<file path="src/rtl/hazard_pkg.sv">
// Shared constants for the pipeline hazard unit: forward-select encodings
// and the divide-stall FSM state encoding.
package hazard_pkg;

  localparam logic [1:0] FWD_RF  = 2'b00;  // operand from register file
  localparam logic [1:0] FWD_WB  = 2'b01;  // operand from Writeback result
  localparam logic [1:0] FWD_MEM = 2'b10;  // operand from Memory-stage ALU result

  typedef enum logic [1:0] {
    IDLE = 2'b00,
    BUSY = 2'b01,
    DONE = 2'b10
  } divState_e;

endpackage

</file>
<file path="src/rtl/hazard_unit_if.sv">
// Bundle of per-stage control/register fields going into the hazard unit and
// the forwarding/stall controls coming back out of it.
interface hazard_unit_if;

  logic [4:0] rsD;
  logic [4:0] rtD;
  logic [4:0] rsE;
  logic [4:0] rtE;
  logic [4:0] writeregE;
  logic [4:0] writeregM;
  logic [4:0] writeregW;
  logic       regwriteE;
  logic       regwriteM;
  logic       regwriteW;
  logic       memtoregE;
  logic       memtoregM;
  logic       branchD;
  logic       jrD;
  logic       div_startE;

  logic       forwardAD;
  logic       forwardBD;
  logic [1:0] forwardAE;
  logic [1:0] forwardBE;
  logic       stallF;
  logic       stallD;
  logic       stallE;
  logic       flushE;
  logic       flushM;
  logic       div_busy;
  logic       div_done;

  // Pipeline/controller side: drives stage fields, consumes hazard controls.
  modport master (
    output rsD, rtD, rsE, rtE, writeregE, writeregM, writeregW,
           regwriteE, regwriteM, regwriteW, memtoregE, memtoregM,
           branchD, jrD, div_startE,
    input  forwardAD, forwardBD, forwardAE, forwardBE,
           stallF, stallD, stallE, flushE, flushM, div_busy, div_done
  );

  // Hazard unit side.
  modport slave (
    input  rsD, rtD, rsE, rtE, writeregE, writeregM, writeregW,
           regwriteE, regwriteM, regwriteW, memtoregE, memtoregM,
           branchD, jrD, div_startE,
    output forwardAD, forwardBD, forwardAE, forwardBE,
           stallF, stallD, stallE, flushE, flushM, div_busy, div_done
  );

endinterface

</file>
<file path="src/rtl/hazard_unit_div_stall_fsm.sv">
// Divide-stall sequencer: holds the front of the pipeline for DIV_CYCLES
// cycles while a multi-cycle divide sits in Execute, then spends one DONE
// cycle in which the divide is allowed to advance.
module div_stall_fsm
  import hazard_pkg::*;
#(
  parameter int DIV_CYCLES = 32,
  parameter int CNT_W      = 6
) (
  input  logic clk,
  input  logic rst,
  input  logic divStart,
  output logic divStall,
  output logic divBusy,
  output logic divDone
);

  // The IDLE cycle that sees divStart already stalls, so BUSY only needs to
  // cover DIV_CYCLES-1 further cycles (counter runs LOAD..0 inclusive).
  localparam logic [CNT_W-1:0] CNT_LOAD = CNT_W'(DIV_CYCLES - 2);

  divState_e        stateReg;
  logic [CNT_W-1:0] cntReg;
  logic             busyReg;
  logic             doneReg;

  // State, counter and registered busy/done flags advance together.
  always_ff @(posedge clk) begin
    if (rst) begin
      stateReg <= IDLE;
      cntReg   <= '0;
      busyReg  <= 1'b0;
      doneReg  <= 1'b0;
    end else begin
      case (stateReg)
        IDLE: begin
          if (divStart) begin
            stateReg <= BUSY;
            cntReg   <= CNT_LOAD;
            busyReg  <= 1'b1;
          end
        end
        BUSY: begin
          if (cntReg != '0) begin
            cntReg <= cntReg - 1'b1;
          end else begin
            stateReg <= DONE;
            doneReg  <= 1'b1;
          end
        end
        // The divide that finished is still in E here, so its start bit is
        // deliberately ignored; a following divide is picked up from IDLE.
        DONE: begin
          stateReg <= IDLE;
          busyReg  <= 1'b0;
          doneReg  <= 1'b0;
        end
        default: begin
          stateReg <= IDLE;
          busyReg  <= 1'b0;
          doneReg  <= 1'b0;
        end
      endcase
    end
  end

  // Stall starts in the same cycle the divide is seen, with no added latency.
  assign divStall = ((stateReg == IDLE) && divStart) || (stateReg == BUSY);
  assign divBusy  = busyReg;
  assign divDone  = doneReg;

endmodule

</file>
<file path="src/rtl/hazard_unit.sv">
// Pipeline hazard unit: forwarding selects for Decode and Execute, load-use
// and branch-operand stalls, and divide stalls from the div_stall_fsm.
module hazard_unit
  import hazard_pkg::*;
#(
  parameter int DIV_CYCLES = 32,
  parameter int CNT_W      = 6
) (
  input  logic          clk,
  input  logic          rst,
  hazard_unit_if.slave  hz
);

  logic divStall;
  logic lwStall;
  logic branchStall;
  logic rsBranchHit;
  logic rtBranchHit;
  logic [1:0] fwdSel [2];

  div_stall_fsm #(
    .DIV_CYCLES (DIV_CYCLES),
    .CNT_W      (CNT_W)
  ) uDivFsm (
    .clk      (clk),
    .rst      (rst),
    .divStart (hz.div_startE),
    .divStall (divStall),
    .divBusy  (hz.div_busy),
    .divDone  (hz.div_done)
  );

  // Execute operand selects: M result has priority over W; register 0 never forwards.
  for (genvar gi = 0; gi < 2; gi++) begin : gFwdE
    logic [4:0] srcE;
    assign srcE = (gi == 0) ? hz.rsE : hz.rtE;
    always_comb begin
      fwdSel[gi] = FWD_RF;
      if ((srcE != 5'd0) && hz.regwriteM && (hz.writeregM == srcE))
        fwdSel[gi] = FWD_MEM;
      else if ((srcE != 5'd0) && hz.regwriteW && (hz.writeregW == srcE))
        fwdSel[gi] = FWD_WB;
    end
  end

  assign hz.forwardAE = fwdSel[0];
  assign hz.forwardBE = fwdSel[1];

  // Decode comparator operands can only be bypassed from the M ALU result.
  assign hz.forwardAD = (hz.rsD != 5'd0) && hz.regwriteM && (hz.writeregM == hz.rsD);
  assign hz.forwardBD = (hz.rtD != 5'd0) && hz.regwriteM && (hz.writeregM == hz.rtD);

  // Load in E whose destination feeds the instruction in D.
  assign lwStall = hz.memtoregE &&
                   (((hz.rsD != 5'd0) && (hz.writeregE == hz.rsD)) ||
                    ((hz.rtD != 5'd0) && (hz.writeregE == hz.rtD)));

  // A branch/jr operand still being produced in E, or being loaded in M,
  // cannot be resolved in Decode this cycle.
  assign rsBranchHit = (hz.rsD != 5'd0) &&
                       ((hz.regwriteE && (hz.writeregE == hz.rsD)) ||
                        (hz.memtoregM && (hz.writeregM == hz.rsD)));
  assign rtBranchHit = (hz.rtD != 5'd0) &&
                       ((hz.regwriteE && (hz.writeregE == hz.rtD)) ||
                        (hz.memtoregM && (hz.writeregM == hz.rtD)));
  assign branchStall = (hz.branchD && (rsBranchHit || rtBranchHit)) ||
                       (hz.jrD && rsBranchHit);

  // Divide holds F/D/E and bubbles M; otherwise stall the front and bubble E.
  always_comb begin
    hz.stallF = lwStall || branchStall;
    hz.stallD = lwStall || branchStall;
    hz.flushE = lwStall || branchStall;
    hz.stallE = 1'b0;
    hz.flushM = 1'b0;
    if (divStall) begin
      hz.stallF = 1'b1;
      hz.stallD = 1'b1;
      hz.stallE = 1'b1;
      hz.flushE = 1'b0;
      hz.flushM = 1'b1;
    end
  end

endmodule
</file>
<file path="src/flat_wrapper.sv">
// flat-port wrapper written by rule: the top's interface ports become plain ports
module hazard_unit_flat import hazard_pkg::*;
#(
  parameter int DIV_CYCLES = 32,
  parameter int CNT_W      = 6
)
  (clk, rst, hz_rsD, hz_rtD, hz_rsE, hz_rtE, hz_writeregE, hz_writeregM, hz_writeregW, hz_regwriteE, hz_regwriteM, hz_regwriteW, hz_memtoregE, hz_memtoregM, hz_branchD, hz_jrD, hz_div_startE, hz_forwardAD, hz_forwardBD, hz_forwardAE, hz_forwardBE, hz_stallF, hz_stallD, hz_stallE, hz_flushE, hz_flushM, hz_div_busy, hz_div_done);
  hazard_unit_if hz_i ();
  input  logic clk;
  input  logic rst;
  input wire logic [$bits(hz_i.rsD)-1:0] hz_rsD;
  input wire logic [$bits(hz_i.rtD)-1:0] hz_rtD;
  input wire logic [$bits(hz_i.rsE)-1:0] hz_rsE;
  input wire logic [$bits(hz_i.rtE)-1:0] hz_rtE;
  input wire logic [$bits(hz_i.writeregE)-1:0] hz_writeregE;
  input wire logic [$bits(hz_i.writeregM)-1:0] hz_writeregM;
  input wire logic [$bits(hz_i.writeregW)-1:0] hz_writeregW;
  input wire logic [$bits(hz_i.regwriteE)-1:0] hz_regwriteE;
  input wire logic [$bits(hz_i.regwriteM)-1:0] hz_regwriteM;
  input wire logic [$bits(hz_i.regwriteW)-1:0] hz_regwriteW;
  input wire logic [$bits(hz_i.memtoregE)-1:0] hz_memtoregE;
  input wire logic [$bits(hz_i.memtoregM)-1:0] hz_memtoregM;
  input wire logic [$bits(hz_i.branchD)-1:0] hz_branchD;
  input wire logic [$bits(hz_i.jrD)-1:0] hz_jrD;
  input wire logic [$bits(hz_i.div_startE)-1:0] hz_div_startE;
  output wire logic [$bits(hz_i.forwardAD)-1:0] hz_forwardAD;
  output wire logic [$bits(hz_i.forwardBD)-1:0] hz_forwardBD;
  output wire logic [$bits(hz_i.forwardAE)-1:0] hz_forwardAE;
  output wire logic [$bits(hz_i.forwardBE)-1:0] hz_forwardBE;
  output wire logic [$bits(hz_i.stallF)-1:0] hz_stallF;
  output wire logic [$bits(hz_i.stallD)-1:0] hz_stallD;
  output wire logic [$bits(hz_i.stallE)-1:0] hz_stallE;
  output wire logic [$bits(hz_i.flushE)-1:0] hz_flushE;
  output wire logic [$bits(hz_i.flushM)-1:0] hz_flushM;
  output wire logic [$bits(hz_i.div_busy)-1:0] hz_div_busy;
  output wire logic [$bits(hz_i.div_done)-1:0] hz_div_done;
  assign hz_i.rsD = hz_rsD;
  assign hz_i.rtD = hz_rtD;
  assign hz_i.rsE = hz_rsE;
  assign hz_i.rtE = hz_rtE;
  assign hz_i.writeregE = hz_writeregE;
  assign hz_i.writeregM = hz_writeregM;
  assign hz_i.writeregW = hz_writeregW;
  assign hz_i.regwriteE = hz_regwriteE;
  assign hz_i.regwriteM = hz_regwriteM;
  assign hz_i.regwriteW = hz_regwriteW;
  assign hz_i.memtoregE = hz_memtoregE;
  assign hz_i.memtoregM = hz_memtoregM;
  assign hz_i.branchD = hz_branchD;
  assign hz_i.jrD = hz_jrD;
  assign hz_i.div_startE = hz_div_startE;
  assign hz_forwardAD = hz_i.forwardAD;
  assign hz_forwardBD = hz_i.forwardBD;
  assign hz_forwardAE = hz_i.forwardAE;
  assign hz_forwardBE = hz_i.forwardBE;
  assign hz_stallF = hz_i.stallF;
  assign hz_stallD = hz_i.stallD;
  assign hz_stallE = hz_i.stallE;
  assign hz_flushE = hz_i.flushE;
  assign hz_flushM = hz_i.flushM;
  assign hz_div_busy = hz_i.div_busy;
  assign hz_div_done = hz_i.div_done;
  hazard_unit #(.DIV_CYCLES(DIV_CYCLES), .CNT_W(CNT_W)) u_core (.clk(clk), .rst(rst), .hz(hz_i));
endmodule
</file>
<file path="config.mk">
export PLATFORM = sky130hd
export DESIGN_NAME = hazard_unit_flat
export DESIGN_NICKNAME = d
export VERILOG_FILES = /design/src/rtl/hazard_pkg.sv /design/src/rtl/hazard_unit_if.sv /design/src/rtl/hazard_unit_div_stall_fsm.sv /design/src/rtl/hazard_unit.sv /design/src/flat_wrapper.sv
export SDC_FILE = /design/constraint.sdc
export NUM_CORES = 1
export LEC_CHECK = 0
export ABC_AREA = 0
export ABC_CLOCK_PERIOD_IN_PS = 2250
export BUFFER_PORTS_ARGS = -buffer_cell sky130_fd_sc_hd__buf_2
export CORE_UTILIZATION = 44
export CTS_BUF_LIST = sky130_fd_sc_hd__clkbuf_8 sky130_fd_sc_hd__clkbuf_16
export DETAILED_ROUTE_END_ITERATION = 8
export GPL_TIMING_DRIVEN = 1
export PLACE_DENSITY = 0.8
export SETUP_SLACK_MARGIN = 0.2
export SLEW_MARGIN = 20
export SYNTH_ARGS = -nofsm -noshare
export SYNTH_HDL_FRONTEND = slang
export SYNTH_SLANG_ARGS = --single-unit
</file>
<file path="constraint.sdc">
create_clock -name clk -period 2.25 [get_ports clk]
set_clock_uncertainty 0.15 [all_clocks]
set_input_delay 0.3375 -clock clk [delete_from_list [all_inputs] [get_ports clk]]
set_output_delay 0.3375 -clock clk [all_outputs]
set_load 0.005 [all_outputs]
</file>
==> metrics.txt <==
# TYPE chip_impl_metric gauge
chip_impl_metric{name="cellPowerDensity",unit="nW/um2"} 462
chip_impl_info{name="postSynth.topFlopCell",value="dfxtp_1"} 1
chip_impl_metric{name="finalSetupViolations",unit=""} 0
chip_impl_metric{name="syn-cell-area",unit="um2"} 1030
chip_impl_metric{name="yosys.area_share.xor_xnor",unit=""} 0.367
chip_impl_metric{name="postCtsHoldBufs",unit=""} 0
chip_impl_metric{name="gp_congestion",unit=""} 0.932
chip_impl_metric{name="worst_ep_required_time",unit="ns"} 1.76
chip_impl_metric{name="die_width",unit="um"} 50.3
chip_impl_metric{name="grt_pass1_vias",unit=""} 1263
chip_impl_metric{name="pin_count_of_the_biggest_net_entering_global_routing",unit=""} 10
chip_impl_metric{name="multiInputGateArea",unit="um2"} 913
chip_impl_info{name="worst_hold_path_type",value="input port to register"} 1
chip_impl_metric{name="final_nets",unit=""} 242
chip_impl_metric{name="drc",unit=""} 0
chip_impl_metric{name="fp.dieArea",unit="um2"} 2530
chip_impl_metric{name="p_sw",unit="W"} 0.000254
chip_impl_metric{name="htree_num_levels",unit=""} 1
chip_impl_metric{name="synthesis.instances",unit=""} 128
chip_impl_metric{name="synth_sequential_area_ratio",unit=""} 0.195
chip_impl_metric{name="syn2layout_area_growth",unit="%"} 60.3
chip_impl_metric{name="cts_made_buffers",unit=""} 3
chip_impl_metric{name="drive_gt1_frac",unit=""} 0.454
chip_impl_info{name="ctsRootBufferMaster",value="clkbuf_8"} 1
chip_impl_metric{name="cts.reportedPaths.clkPinSlew",unit="ns"} 0.05
chip_impl_metric{name="antenna_cells",unit=""} 0
chip_impl_metric{name="final-instance-count-excl-fill",unit=""} 222
chip_impl_metric{name="num_io_pins",unit=""} 58
chip_impl_info{name="timing_worst_setup_path_type",value="input port to output pin"} 1
chip_impl_metric{name="drt-vias-per-instance",unit=""} 5.67
chip_impl_metric{name="yosysWarningCount",unit=""} 0
chip_impl_info{name="crit_path_end_kind",value="output pin"} 1
chip_impl_metric{name="clock_power_share",unit=""} 0.297
chip_impl_metric{name="timing.slew.headroom",unit=""} 0.737
chip_impl_metric{name="global_route.overflow_total",unit=""} 0
chip_impl_info{name="critical_path.startpoint_type",value="input port"} 1
chip_impl_metric{name="initial_utilization",unit=""} 0.464
chip_impl_metric{name="clock_sink_count",unit=""} 10
chip_impl_metric{name="detail_route.wirelength",unit="um"} 3770
chip_impl_metric{name="maxCapViolations",unit=""} 0
chip_impl_metric{name="seqPwrFrac",unit=""} 0.286
chip_impl_metric{name="achievable-frequency",unit="MHz"} 452
chip_impl_metric{name="rows",unit=""} 17
chip_impl_metric{name="syn-mean-instance-area",unit="um2"} 8.03
chip_impl_info{name="cts_tree",value="built"} 1
chip_impl_metric{name="mappedNetlistNets",unit=""} 175
chip_impl_metric{name="synth_top_area_frac",unit=""} 0.247
chip_impl_metric{name="synth-compound-area-share",unit=""} 0.0962
chip_impl_metric{name="measured_slew_at_the_worst_slew_check_pin",unit="ns"} 0.389
chip_impl_metric{name="yosys.area_share.simple",unit=""} 0.278
chip_impl_metric{name="number_of_pins_with_negative_max_slew_slack_in_the_final_report",unit=""} 0
chip_impl_metric{name="grt_pass1_wl",unit="um"} 5230
chip_impl_metric{name="path_max_fanout",unit=""} 3
chip_impl_metric{name="timing.final.crit_share",unit=""} 0.983
chip_impl_metric{name="area.sequential",unit="um2"} 200
chip_impl_metric{name="ys_types",unit=""} 27
chip_impl_metric{name="routed_wire_length_per_instance",unit="um"} 17.0
chip_impl_metric{name="synth.area.mux_share",unit=""} 0
chip_impl_metric{name="period_minus_slack",unit="ns"} 2.21
chip_impl_metric{name="fp.coreArea",unit="um2"} 2210
chip_impl_metric{name="die_h",unit="um"} 50.3
chip_impl_metric{name="totalPowerFinal",unit="W"} 0.000760
chip_impl_info{name="post_synth_main_area_contributors",value="xnor2_1 (25%), dfxtp_1 (19%), xor2_1 (12%)"} 1
chip_impl_metric{name="filler_cell_count",unit=""} 154
chip_impl_info{name="run_status",value="finished clean"} 1
chip_impl_metric{name="finalHoldWorstSlack",unit="ns"} 0.247
chip_impl_metric{name="number_of_flops_mapped_to_enable_cells_by_yosys",unit=""} 0
chip_impl_metric{name="p_int",unit="W"} 0.000506
chip_impl_metric{name="crit_arrival",unit="ns"} 1.72
chip_impl_metric{name="combPwrFrac",unit=""} 0.417
chip_impl_metric{name="dp_hpwl",unit="um"} 2280
chip_impl_metric{name="asyncSetResetFlopFracSynth",unit=""} 0
chip_impl_info{name="grt_setup_unrepaired",value="true"} 1
chip_impl_metric{name="p_sw_frac",unit=""} 0.335
chip_impl_metric{name="detail_route.first_pass.iterations",unit=""} 4
chip_impl_metric{name="dp_cells",unit=""} 209
chip_impl_metric{name="antenna_found_initial",unit=""} 0
chip_impl_metric{name="port_buffers",unit=""} 57
chip_impl_info{name="synth_top_family_by_area",value="XOR/XNOR gates"} 1
chip_impl_info{name="synth_top_area_cell",value="xnor2_1"} 1
chip_impl_metric{name="clockBufferDepth",unit=""} 2
chip_impl_metric{name="global_route.usage.total",unit=""} 0.270
chip_impl_metric{name="dr.first_iter.drc_count",unit=""} 20
chip_impl_metric{name="route.antenna.remaining_nets",unit=""} 0
chip_impl_metric{name="worstSkewPairLatency",unit="ns"} 0.24
chip_impl_metric{name="standby_leakage_power",unit="nW"} 0.685
chip_impl_metric{name="peakVddDrop",unit="mV"} 0.318
chip_impl_metric{name="postSynthRegisterBits",unit=""} 10
chip_impl_metric{name="finalHoldViolCount",unit=""} 0
chip_impl_metric{name="num_vias",unit=""} 1259
chip_impl_metric{name="accumulated_negative_setup_slack",unit="ns"} 0
chip_impl_metric{name="yosys.area_share.adder",unit=""} 0.0244
-- final timing paths --
path	startpoint	end	slack [ns]	cells after the start
min	rst	u_core.uDivFsm.stateReg[0]$_SDFFE_PP0P_	0.25	2
max	hz_rtD[4]	hz_stallD	0.04	7
min reg2reg	u_core.uDivFsm.divDone$_SDFFE_PP0P_	u_core.uDivFsm.divDone$_SDFFE_PP0P_	0.31	1
max reg2reg	u_core.uDivFsm.cntReg[0]$_SDFFE_PP0P_	u_core.uDivFsm.cntReg[3]$_SDFFE_PP0P_	0.41	7
-- power groups by stage --
stage | registers, W | clock network (W) | logic, W
4_1_cts | 0.000217 | 0.000231 | 0.000285
2_1_floorplan | 0.000217 | 0 | 0.000161
3_3_place_gp | 0.000219 | 0 | 0.000247
3_5_place_dp | 0.000221 | 0 | 0.000258
5_1_grt | 0.000219 | 0.000244 | 0.000341
6_report | 0.000217 | 0.000226 | 0.000317
-- state kept, by name, summed over array words and instances (netlist names) --
register,flops
u_core.uDivFsm.cntReg,6
u_core.uDivFsm.divBusy,1
u_core.uDivFsm.divDone,1
u_core.uDivFsm.stateReg,2
-- cell families (layout without fill, tap and decap cells) --
| family | after synthesis | in the layout |
|---|---|---|
| compound gates | 13 | 13 |
| xor+xnor | 43 | 43 |
| fa+ha+maj | 2 | 2 |
| buf+inv | 9 | 75 |
| flops | 10 | 10 |
| simple gates | 51 | 51 |
-- cells in the mapped netlist (all sizes together) (2+ instances only) --
master,n
nand2,4
a211oi,2
nor4,9
clkbuf,2
nand3,6
a21o,2
inv,5
nor2,11
nor3,5
nand4,4
or4,4
nor4b,2
xor2,14
and2,3
xnor2,29
dfxtp,10
ha,2
a21oi,4
buf,2
-- metal layers --
| layer | GRT usage | part of all wire | vias up |
|---|---|---|---|
| li1 | - | - | 588 |
| met3 | 0.0394 | 0.056 | 15 |
| met4 | 0.162 | 0.037 | 0 |
| met1 | 0.277 | 0.38 | 582 |
| met5 | 0 | 0 | - |
| met2 | 0.507 | 0.53 | 74 |
-- area by class of cell --
type,instances,share of cell area
clock buffers,4,0.0334
inverters,5,0.0114
multi-input cells,109,0.555
flip-flops and latches,10,0.122
well taps,28,0.0213
repair buffers,66,0.258
-- cells in the final DEF (no fill, tap or decap) --
cell type | synthesis | layout
a211oi_1 | 2 | 2
a21o_1 | 2 | 2
a21oi_1 | 4 | 4
a31oi_1 | 1 | 1
a32oi_2 | 0 | 1
and2_1 | 3 | 2
and2_4 | 0 | 1
and3_1 | 1 | 1
buf_2 | 0 | 48
buf_4 | 2 | 9
buf_6 | 0 | 5
buf_8 | 0 | 4
clkbuf_8 | 0 | 4
dfxtp_1 | 10 | 10
ha_1 | 2 | 2
inv_1 | 5 | 5
nand2_1 | 4 | 4
nand3_1 | 6 | 6
nand4_1 | 4 | 4
nand4b_1 | 1 | 1
nor2_1 | 11 | 7
nor2_4 | 0 | 4
nor3_1 | 5 | 5
nor4_1 | 9 | 3
nor4_2 | 0 | 2
nor4_4 | 0 | 4
nor4b_1 | 2 | 2
o211ai_1 | 1 | 1
o21ai_1 | 0 | 1
o311a_4 | 1 | 1
or3_4 | 1 | 1
or4_4 | 0 | 4
xnor2_1 | 29 | 29
xor2_1 | 14 | 14
-- repair_timing --
action | 4_1_cts | 5_1_grt
cloned | 0 | 0
setup buffers | 6 | 3
pin swaps | 13 | 11
gates resized for setup | 28 | 16
setup endpoints to repair | 5 | 6
-- metrics by stage --
step	instance area, um2	utilization	setup WS (ns)
final	1650	0.744	0.0387
after global routing	1650	0.744	-0.0401
after CTS	1540	0.697	0.0646
after detailed placement	1330	0.599	0.0270
after global placement	1330	0.599	0.0943
after floorplan	1030	-	0.201
-- worst max-delay path, stage by stage --
cell and delay (ns):
buf_8 0.10, or4_4 0.55, nor2_4 0.17, nor4_4 0.05
o211ai_1 0.23, nand4b_1 0.14, buf_2 0.15
No activity file was read; power rests on OpenSTA's default activity.
